<file path="config.mk">
export PLATFORM = sky130hd
export DESIGN_NAME = wb_rdwr_arbiter
export DESIGN_NICKNAME = d
export VERILOG_FILES = /design/src/rtl/wb_rdwr_arbiter_pkg.sv /design/src/rtl/wb_req_mux.sv /design/src/rtl/wb_rdwr_arbiter.sv
export SDC_FILE = /design/constraint.sdc
export NUM_CORES = 1
export LEC_CHECK = 0
export ABC_AREA = 1
export CAP_MARGIN = 0
export CORE_AREA = 2 2 104 106
export CTS_CLUSTER_DIAMETER = 200
export DETAILED_ROUTE_END_ITERATION = 12
export DIE_AREA = 0 0 106 108
export SYNTH_ARGS = -nofsm -noshare
export SYNTH_HDL_FRONTEND = slang
export SYNTH_SLANG_ARGS = --single-unit
export TNS_END_PERCENT = 10
</file>
<file path="constraint.sdc">
create_clock -name i_clk -period 1.5 [get_ports i_clk]
set_clock_uncertainty 0.05 [all_clocks]
set_input_delay 0.15 -clock i_clk [delete_from_list [all_inputs] [get_ports i_clk]]
set_output_delay 0.15 -clock i_clk [all_outputs]
set_load 0.05 [all_outputs]
</file>
<file path="src/rtl/wb_rdwr_arbiter_pkg.sv">
// Shared wishbone arbiter types: FSM state encoding and owner-select values.
// Imported by the arbiter top and its payload mux.
package wb_rdwr_arbiter_pkg;

  typedef enum logic [1:0] {
    ST_IDLE  = 2'd0,
    ST_OWN_A = 2'd1,
    ST_OWN_B = 2'd2
  } arb_state_t;

  localparam logic OWNER_A = 1'b0;
  localparam logic OWNER_B = 1'b1;

  function automatic logic owner_of(
    input arb_state_t st
  );
    return (st == ST_OWN_B) ? OWNER_B : OWNER_A;
  endfunction

endpackage

</file>
<file path="src/rtl/wb_req_mux.sv">
// 2:1 wishbone request payload mux.
// Selects we/addr/data/sel from master A or master B.
module wb_req_mux
  import wb_rdwr_arbiter_pkg::*;
#(
  parameter int AW = 26,
  parameter int DW = 32
) (
  input  logic            pick,
  input  logic            a_we,
  input  logic [AW-1:0]   a_addr,
  input  logic [DW-1:0]   a_data,
  input  logic [DW/8-1:0] a_sel,
  input  logic            b_we,
  input  logic [AW-1:0]   b_addr,
  input  logic [DW-1:0]   b_data,
  input  logic [DW/8-1:0] b_sel,
  output logic            we,
  output logic [AW-1:0]   addr,
  output logic [DW-1:0]   data,
  output logic [DW/8-1:0] sel
);

  logic use_b;

  assign use_b = (pick == OWNER_B);
  assign we    = use_b ? b_we   : a_we;
  assign addr  = use_b ? b_addr : a_addr;
  assign data  = use_b ? b_data : a_data;
  assign sel   = use_b ? b_sel  : a_sel;

endmodule

</file>
<file path="src/rtl/wb_rdwr_arbiter.sv">
// Two-master wishbone arbiter: read bridge A, write bridge B.
// Owner keeps the bus until it drops cyc; ties alternate.
module wb_rdwr_arbiter
  import wb_rdwr_arbiter_pkg::*;
#(
  parameter int AW               = 26,
  parameter int DW               = 32,
  parameter bit OPT_ZERO_ON_IDLE = 1'b0
) (
  input  logic            i_clk,
  input  logic            i_axi_reset_n,
  input  logic            i_a_cyc,
  input  logic            i_a_stb,
  input  logic            i_a_we,
  input  logic [AW-1:0]   i_a_addr,
  input  logic [DW-1:0]   i_a_data,
  input  logic [DW/8-1:0] i_a_sel,
  output logic            o_a_stall,
  output logic            o_a_ack,
  output logic            o_a_err,
  input  logic            i_b_cyc,
  input  logic            i_b_stb,
  input  logic            i_b_we,
  input  logic [AW-1:0]   i_b_addr,
  input  logic [DW-1:0]   i_b_data,
  input  logic [DW/8-1:0] i_b_sel,
  output logic            o_b_stall,
  output logic            o_b_ack,
  output logic            o_b_err,
  output logic [DW-1:0]   o_rdata,
  output logic            o_wb_cyc,
  output logic            o_wb_stb,
  output logic            o_wb_we,
  output logic [AW-1:0]   o_wb_addr,
  output logic [DW-1:0]   o_wb_data,
  output logic [DW/8-1:0] o_wb_sel,
  input  logic            i_wb_stall,
  input  logic            i_wb_ack,
  input  logic            i_wb_err,
  input  logic [DW-1:0]   i_wb_data
);

  arb_state_t state;
  arb_state_t state_nx;
  logic       last_owner;
  logic       last_owner_nx;

  logic            own_a;
  logic            own_b;
  logic            idle;
  logic            mux_we;
  logic [AW-1:0]   mux_addr;
  logic [DW-1:0]   mux_data;
  logic [DW/8-1:0] mux_sel;

  always_ff @(posedge i_clk or negedge i_axi_reset_n) begin
    if (!i_axi_reset_n) begin
      state      <= ST_IDLE;
      last_owner <= OWNER_A;
    end else begin
      state      <= state_nx;
      last_owner <= last_owner_nx;
    end
  end

  // A wins an idle tie only if B went last; B wins the first tie.
  always_comb begin
    state_nx      = state;
    last_owner_nx = last_owner;
    unique case (state)
      ST_IDLE: begin
        if (i_a_cyc &&
            (!i_b_cyc || last_owner == OWNER_B))
          state_nx = ST_OWN_A;
        else if (i_b_cyc)
          state_nx = ST_OWN_B;
      end
      ST_OWN_A: begin
        if (!i_a_cyc)
          state_nx = i_b_cyc ? ST_OWN_B : ST_IDLE;
      end
      ST_OWN_B: begin
        if (!i_b_cyc)
          state_nx = i_a_cyc ? ST_OWN_A : ST_IDLE;
      end
      default: state_nx = ST_IDLE;
    endcase
    if (state_nx != ST_IDLE)
      last_owner_nx = owner_of(state_nx);
  end

  assign own_a = (state == ST_OWN_A);
  assign own_b = (state == ST_OWN_B);
  assign idle  = !own_a && !own_b;

  always_comb begin
    o_wb_cyc  = 1'b0;
    o_wb_stb  = 1'b0;
    o_a_stall = 1'b1;
    o_b_stall = 1'b1;
    o_a_ack   = 1'b0;
    o_a_err   = 1'b0;
    o_b_ack   = 1'b0;
    o_b_err   = 1'b0;
    unique case (1'b1)
      own_a: begin
        o_wb_cyc  = i_a_cyc;
        o_wb_stb  = i_a_cyc & i_a_stb;
        o_a_stall = i_wb_stall;
        o_a_ack   = i_a_cyc & i_wb_ack;
        o_a_err   = i_a_cyc & i_wb_err;
      end
      own_b: begin
        o_wb_cyc  = i_b_cyc;
        o_wb_stb  = i_b_cyc & i_b_stb;
        o_b_stall = i_wb_stall;
        o_b_ack   = i_b_cyc & i_wb_ack;
        o_b_err   = i_b_cyc & i_wb_err;
      end
      default: ;
    endcase
  end

  wb_req_mux #(
    .AW (AW),
    .DW (DW)
  ) u_mux (
    .pick   (owner_of(state)),
    .a_we   (i_a_we),
    .a_addr (i_a_addr),
    .a_data (i_a_data),
    .a_sel  (i_a_sel),
    .b_we   (i_b_we),
    .b_addr (i_b_addr),
    .b_data (i_b_data),
    .b_sel  (i_b_sel),
    .we     (mux_we),
    .addr   (mux_addr),
    .data   (mux_data),
    .sel    (mux_sel)
  );

  assign o_wb_we = mux_we;

  always_comb begin
    o_wb_addr = mux_addr;
    o_wb_data = mux_data;
    o_wb_sel  = mux_sel;
    if (OPT_ZERO_ON_IDLE && idle) begin
      o_wb_addr = '0;
      o_wb_data = '0;
      o_wb_sel  = '0;
    end
  end

  assign o_rdata = i_wb_data;

endmodule

</file>
==> Word level (Yosys, flattened, before mapping) <==
Index checks and enable logic that the tools add are counted.
{ "totals": {"inputBits": 167, "rom_bits": 0, "latchBits": 0, "reg_bits": 3, "memories": 0, "ramBits": 0} }
{ "op_classes": {"n_bitwise": 6, "n_addsub": 0, "n_div": 0, "eq_ne": 3, "reduce_logical": 5, "multipliers": 0, "muxes": 21, "n_shift": 0, "n_lt_le_gt_ge": 0} }
{ "op_table": {"columns": ["op", "count"], "rows": [
  ["32-bit two-way mux", 1],
  ["26-bit two-way mux", 1],
  ["1-bit two-way mux", 10],
  ["2-bit two-way mux", 5],
  ["1-bit bitwise AND", 6],
  ["2-bit one-hot mux with 3 select lines", 1],
  ["2-bit == test, second input constant", 2],
  ["4-bit two-way mux", 1],
  ["1-bit one-hot mux with 2 select lines", 2],
  ["2-bit by 1-bit == test with 1-bit output, second input constant", 1],
  ["2-bit zero test", 1],
  ["2-bit nonzero test", 1],
  ["1-bit logical AND", 1],
  ["1-bit zero test", 1],
  ["1-bit logical OR", 1]
]} }

==> Longest topological paths before layout <==
{ "logic_depth": {"depth_word": 7, "mapped_depth": 10} }

==> Cells and area by module <==
A second synthesis with hierarchy kept.
{ "hier_totals": {"hier_cells": 289, "hier_area_um2": 1408.9} }
{ "by_module_without_submodules": {"columns": ["module", "area_each_um2", "cells_per_inst", "n_inst"], "rows": [
  ["wb_req_mux", 842.1, 203, 1],
  ["wb_rdwr_arbiter", 566.8, 86, 1]
]} }

==> Worst setup path after synthesis <==
No wires, ideal clock.
{ "synth_path": {"kind": "register to output", "from": "reg state[0]", "to": "out o_wb_stb", "path_buffers": 1, "arrival_ns": 1.734, "required_ns": 1.300, "setup_slack_ns": -0.434, "path_stages_with_launch": 6, "path_cell_list": "dfrtp_1 inv_1 ha_1 buf_4 nand3_1 a21oi_1"} }
{ "synth_via": {"elab_chain_cells": 2, "word_cells_on_any_way": 3, "cone_classes": "eq/ne: 2; mux: 1"} }
{ "synth_rtl": {"columns": ["element", "line", "source"], "rows": [
  ["start, declared", "wb_rdwr_arbiter.sv:43", "arb_state_t state;"],
  ["start signal, assigned", "wb_rdwr_arbiter.sv:61", "state <= state_nx;"],
  ["2-bit == test or 2-bit by 1-bit == test with 1-bit output (tied branches)", "wb_rdwr_arbiter.sv:93, wb_rdwr_arbiter.sv:92", null],
  ["1-bit one-hot mux with 2 select lines (*)", "wb_rdwr_arbiter.sv:105", "unique case (1'b1)"],
  ["end, declared", "wb_rdwr_arbiter.sv:32", "output logic o_wb_stb,"]
]} }
Every way passes the cells marked *; elsewhere a longest branch is shown, timed or not.

==> Worst setup path after layout <==
{ "layout_path": {"from": "reg state[0]", "to": "out o_wb_addr[8]"} }
{ "layout_via": {"elab_chain_cells": 3} }
{ "layout_rtl": {"columns": ["element", "line", "source"], "rows": [
  ["2-bit == test", "wb_rdwr_arbiter_pkg.sv:17", "return (st == ST_OWN_B) ? OWNER_B : OWNER_A;"],
  ["1-bit two-way mux", "wb_rdwr_arbiter_pkg.sv:17", null],
  ["26-bit two-way mux", "wb_req_mux.sv:28", "assign addr = use_b ? b_addr : a_addr;"],
  ["end, declared", "wb_rdwr_arbiter.sv:34", "output logic [AW-1:0] o_wb_addr,"]
]} }
Every way passes these cells.

==> impl_metrics.csv <==
group,metric,value,unit
sta,setup_violations,71,
synth,synth-adder-area-share,4.669,%
detailed_routing,first_pass_iters,4,
detailed_routing,drc,0,
sta,maxSlewViolCount,0,
sta,post-route-min-period,1691,ps
power_and_ir_drop,p_per_area,1793,nW/µm²
synth,synth_mux_area_share,0,%
synth,synth-xor-area-share,0,%
final_layout,syn_to_final_growth,219.0,%
sta,timing.hold.ws,62.14,ps
sta,tightest_slew,388.8,ps
sta,finalHoldViolCount,0,
power_and_ir_drop,vdd_drop_max,805.3,µV
sta,maxSlewHeadroom,74.00,%
clocking,numCtsBuffers,3,
synth,ys_ff_latch,3,
global_route,busiest_layer,"met2",
final_layout,drive_above_1_share,41.77,%
synth,synth.distinct_cells,13,
worst_setup_path,r2r_cells,12,
die,num_rows,37,
synth,yosysMostFrequentCell,"nand2_1",
worst_setup_path,cp_max_fo,7,
worst_setup_path,end_kind,"primary output",
placed_design,place_ws,-85.41,ps
clocking,clkLatencyLatePin,220,ps
synth,synth_edf_count,0,
synth,syn_area,1340,µm²
global_route,grt_pass1_vias,2424,
worst_setup_path,crit_required,1300,ps
detailed_routing,wl_per_cell,13.07,µm
die,die_y,108,µm
detailed_routing,wl,7.975,mm
clocking,cts-htree-levels,1,
global_route,grt.met2_usage,24.29,%
synth,synthTopCellsByArea,"nand2_1 58%, buf_4 18%, dfrtp_1 5.6%",
synth,yosysSeqAreaShare,5.602,%
global_route,grt_util_met3,5.124,%
die,ios,270,
hold_path,hp-class,"primary input to asynchronous set/reset pin",
synth,yosysWarningCount,0,
synth,syn_avg_cell_area,4.621,µm²
synth,async_flop_share,100.0,%
final_layout,multiInputGateArea,1269,µm²
synth,synth_top_family_by_area,"simple AND/OR/NAND/NOR gates",
die,die_w,106,µm
detailed_routing,drt_iter0_markers,94,
clocking,ctsRootBufferMaster,"clkbuf_8",
placed_design,io_buffers,205,
clocking,ctsLongestPathBuffers,2,
clocking,cts_tree,"yes",
placed_design,globalplace.congestion,0.7560,
die,dieArea,11450,µm²
global_route,grt_max_degree,33,
global_route,track_usage,12.70,%
final_layout,regArea,75.07,µm²
power_and_ir_drop,power.static_leakage,2.002,nW
worst_setup_path,crit_type,"flop to primary output",
placed_design,hpwl,5.760,mm
outcome,status,"finished with violations",
synth,yosys.area.top_type,"nand2_1",
global_route,grt_pass1_wl,11.67,mm
synth,synth_top_area_share,58.26,%
synth,synth_nets,462,
synth,synthSimpleGateAreaFrac,62.28,%
worst_setup_path,reg2reg_from,"state[0]",
global_route,use_met1,12.95,%
global_route,antenna_found_initial,0,
sta,period_share,112.8,%
flow_run,maxCapViolations,0,
detailed_routing,detail-route-antenna-nets,0,
worst_setup_path,worstPathArrival,1490,ps
outcome,failed_checks,"negative setup slack",
detailed_routing,num_vias,2385,
sta,fin_ws,-191.4,ps
final_layout,fin_nets,647,
worst_setup_path,r2r_slack,-60,ps
final_layout,fillCellCount,1021,
synth,synth-compound-area-share,1.120,%
worst_setup_path,crit_path_start_kind,"flop",
synth,synthTopCellsByCount,"208 x nand2_1, 33 x buf_4, 13 x inv_1",
synth,synthFlopType,"dfrtp_1",
worst_setup_path,r2r-end,"last_owner",
sta,rsz0062_at_grt,"yes",
die,start_util,13.10,%
sta,max_freq,591.2,MHz
clocking,path_clk_slew,30,ps
sta,finalSetupTns,-8214,ps
synth,netlist_instances,290,
die,coreArea,10230,µm²
final_layout,n_antenna_cell,0,
detailed_routing,viasPerCell,3.910,
global_route,overflow,0,
clocking,clock-sinks,3,
-- flip-flops by register name, indices dropped and copies added (netlist names) --
| name | flops |
|---|---|
| state | 2 |
| last_owner | 1 |
-- cell usage in the layout (no fill, tap or decap), types with 3 or more instances in the layout --
cell,count
clkdlybuf4s50_1,134
buf_8,43
buf_6,23
buf_4,8
nand2_2,81
clkbuf_8,3
nand2_4,8
nand2_1,119
dfrtp_1,3
inv_1,11
buf_12,15
nand3_1,3
-- power by group --
| group | switching, mW | internal, mW |
|---|---|---|
| Clock | 0.0561 | 0.181 |
| Sequential | 0.0223 | 0.119 |
| Combinational | 4.29 | 3.00 |
-- timing repair --
item | 4_1_cts | 5_1_grt
endpoints found under the setup margin | 72 | 74
hold buffers | 0 | 0
pin swaps | 20 | 7
cloned | 3 | 2
endpoints found under the hold margin | 0 | 0
resized for setup | 144 | 32
setup buffers | 7 | 1
-- per-stage QoR --
stage / power (mW) / cells / util (%) / cell area, µm²
final: 7.665 / 610 / 41.79 / 4275
after global routing: 8.077 / 610 / 41.79 / 4275
after CTS: 7.619 / 610 / 40.90 / 4184
after detailed placement: 5.807 / 596 / 33.74 / 3452
after global placement: 5.782 / 596 / 33.74 / 3452
after floorplan: 4.073 / 290 / - / 1498
-- worst max-delay path, stage by stage (launching register included) --
cell and delay, ps:
dfrtp_1 380, inv_2 80, ha_4 220, buf_12 170
clkbuf_16 150, nand2_1 60, nand2_2 70, buf_8 150
-- how the worst max path moves through the flow --
stage,startpoint,end,depth (start not counted)
3_3_place_gp,state[0],o_wb_cyc,6
2_1_floorplan,state[0],o_b_ack,4
4_1_cts,state[0],o_wb_addr[18],8
6_report,state[0],o_wb_addr[8],7
5_1_grt,state[0],o_wb_cyc,6
3_5_place_dp,state[0],o_b_err,6
-- cell type report --
type / instances / area share, %
Clock buffer: 4 / 1.054
Inverter: 14 / 1.405
Multi-Input combinational cell: 228 / 29.68
Sequential cell: 3 / 1.756
Tap cell: 136 / 3.980
Timing Repair Buffer: 225 / 62.13
-- cell families (layout without fill, tap and decap cells) --
| logic type | count (synthesis) | in the layout |
|---|---|---|
| AND/OR/NAND/NOR | 220 | 220 |
| buffers and inverters | 59 | 243 |
| adder cells (fa/ha/maj) | 5 | 5 |
| AO/OA/AOI/OAI | 3 | 3 |
| flip-flops | 3 | 3 |
-- routing by layer --
metal	part of all wire [%]	wire length, µm
met3	12	944
met4	1.1	91
met2	52	4185
met5	0	0
met1	35	2753
No activity file was read; power rests on OpenSTA's default activity.
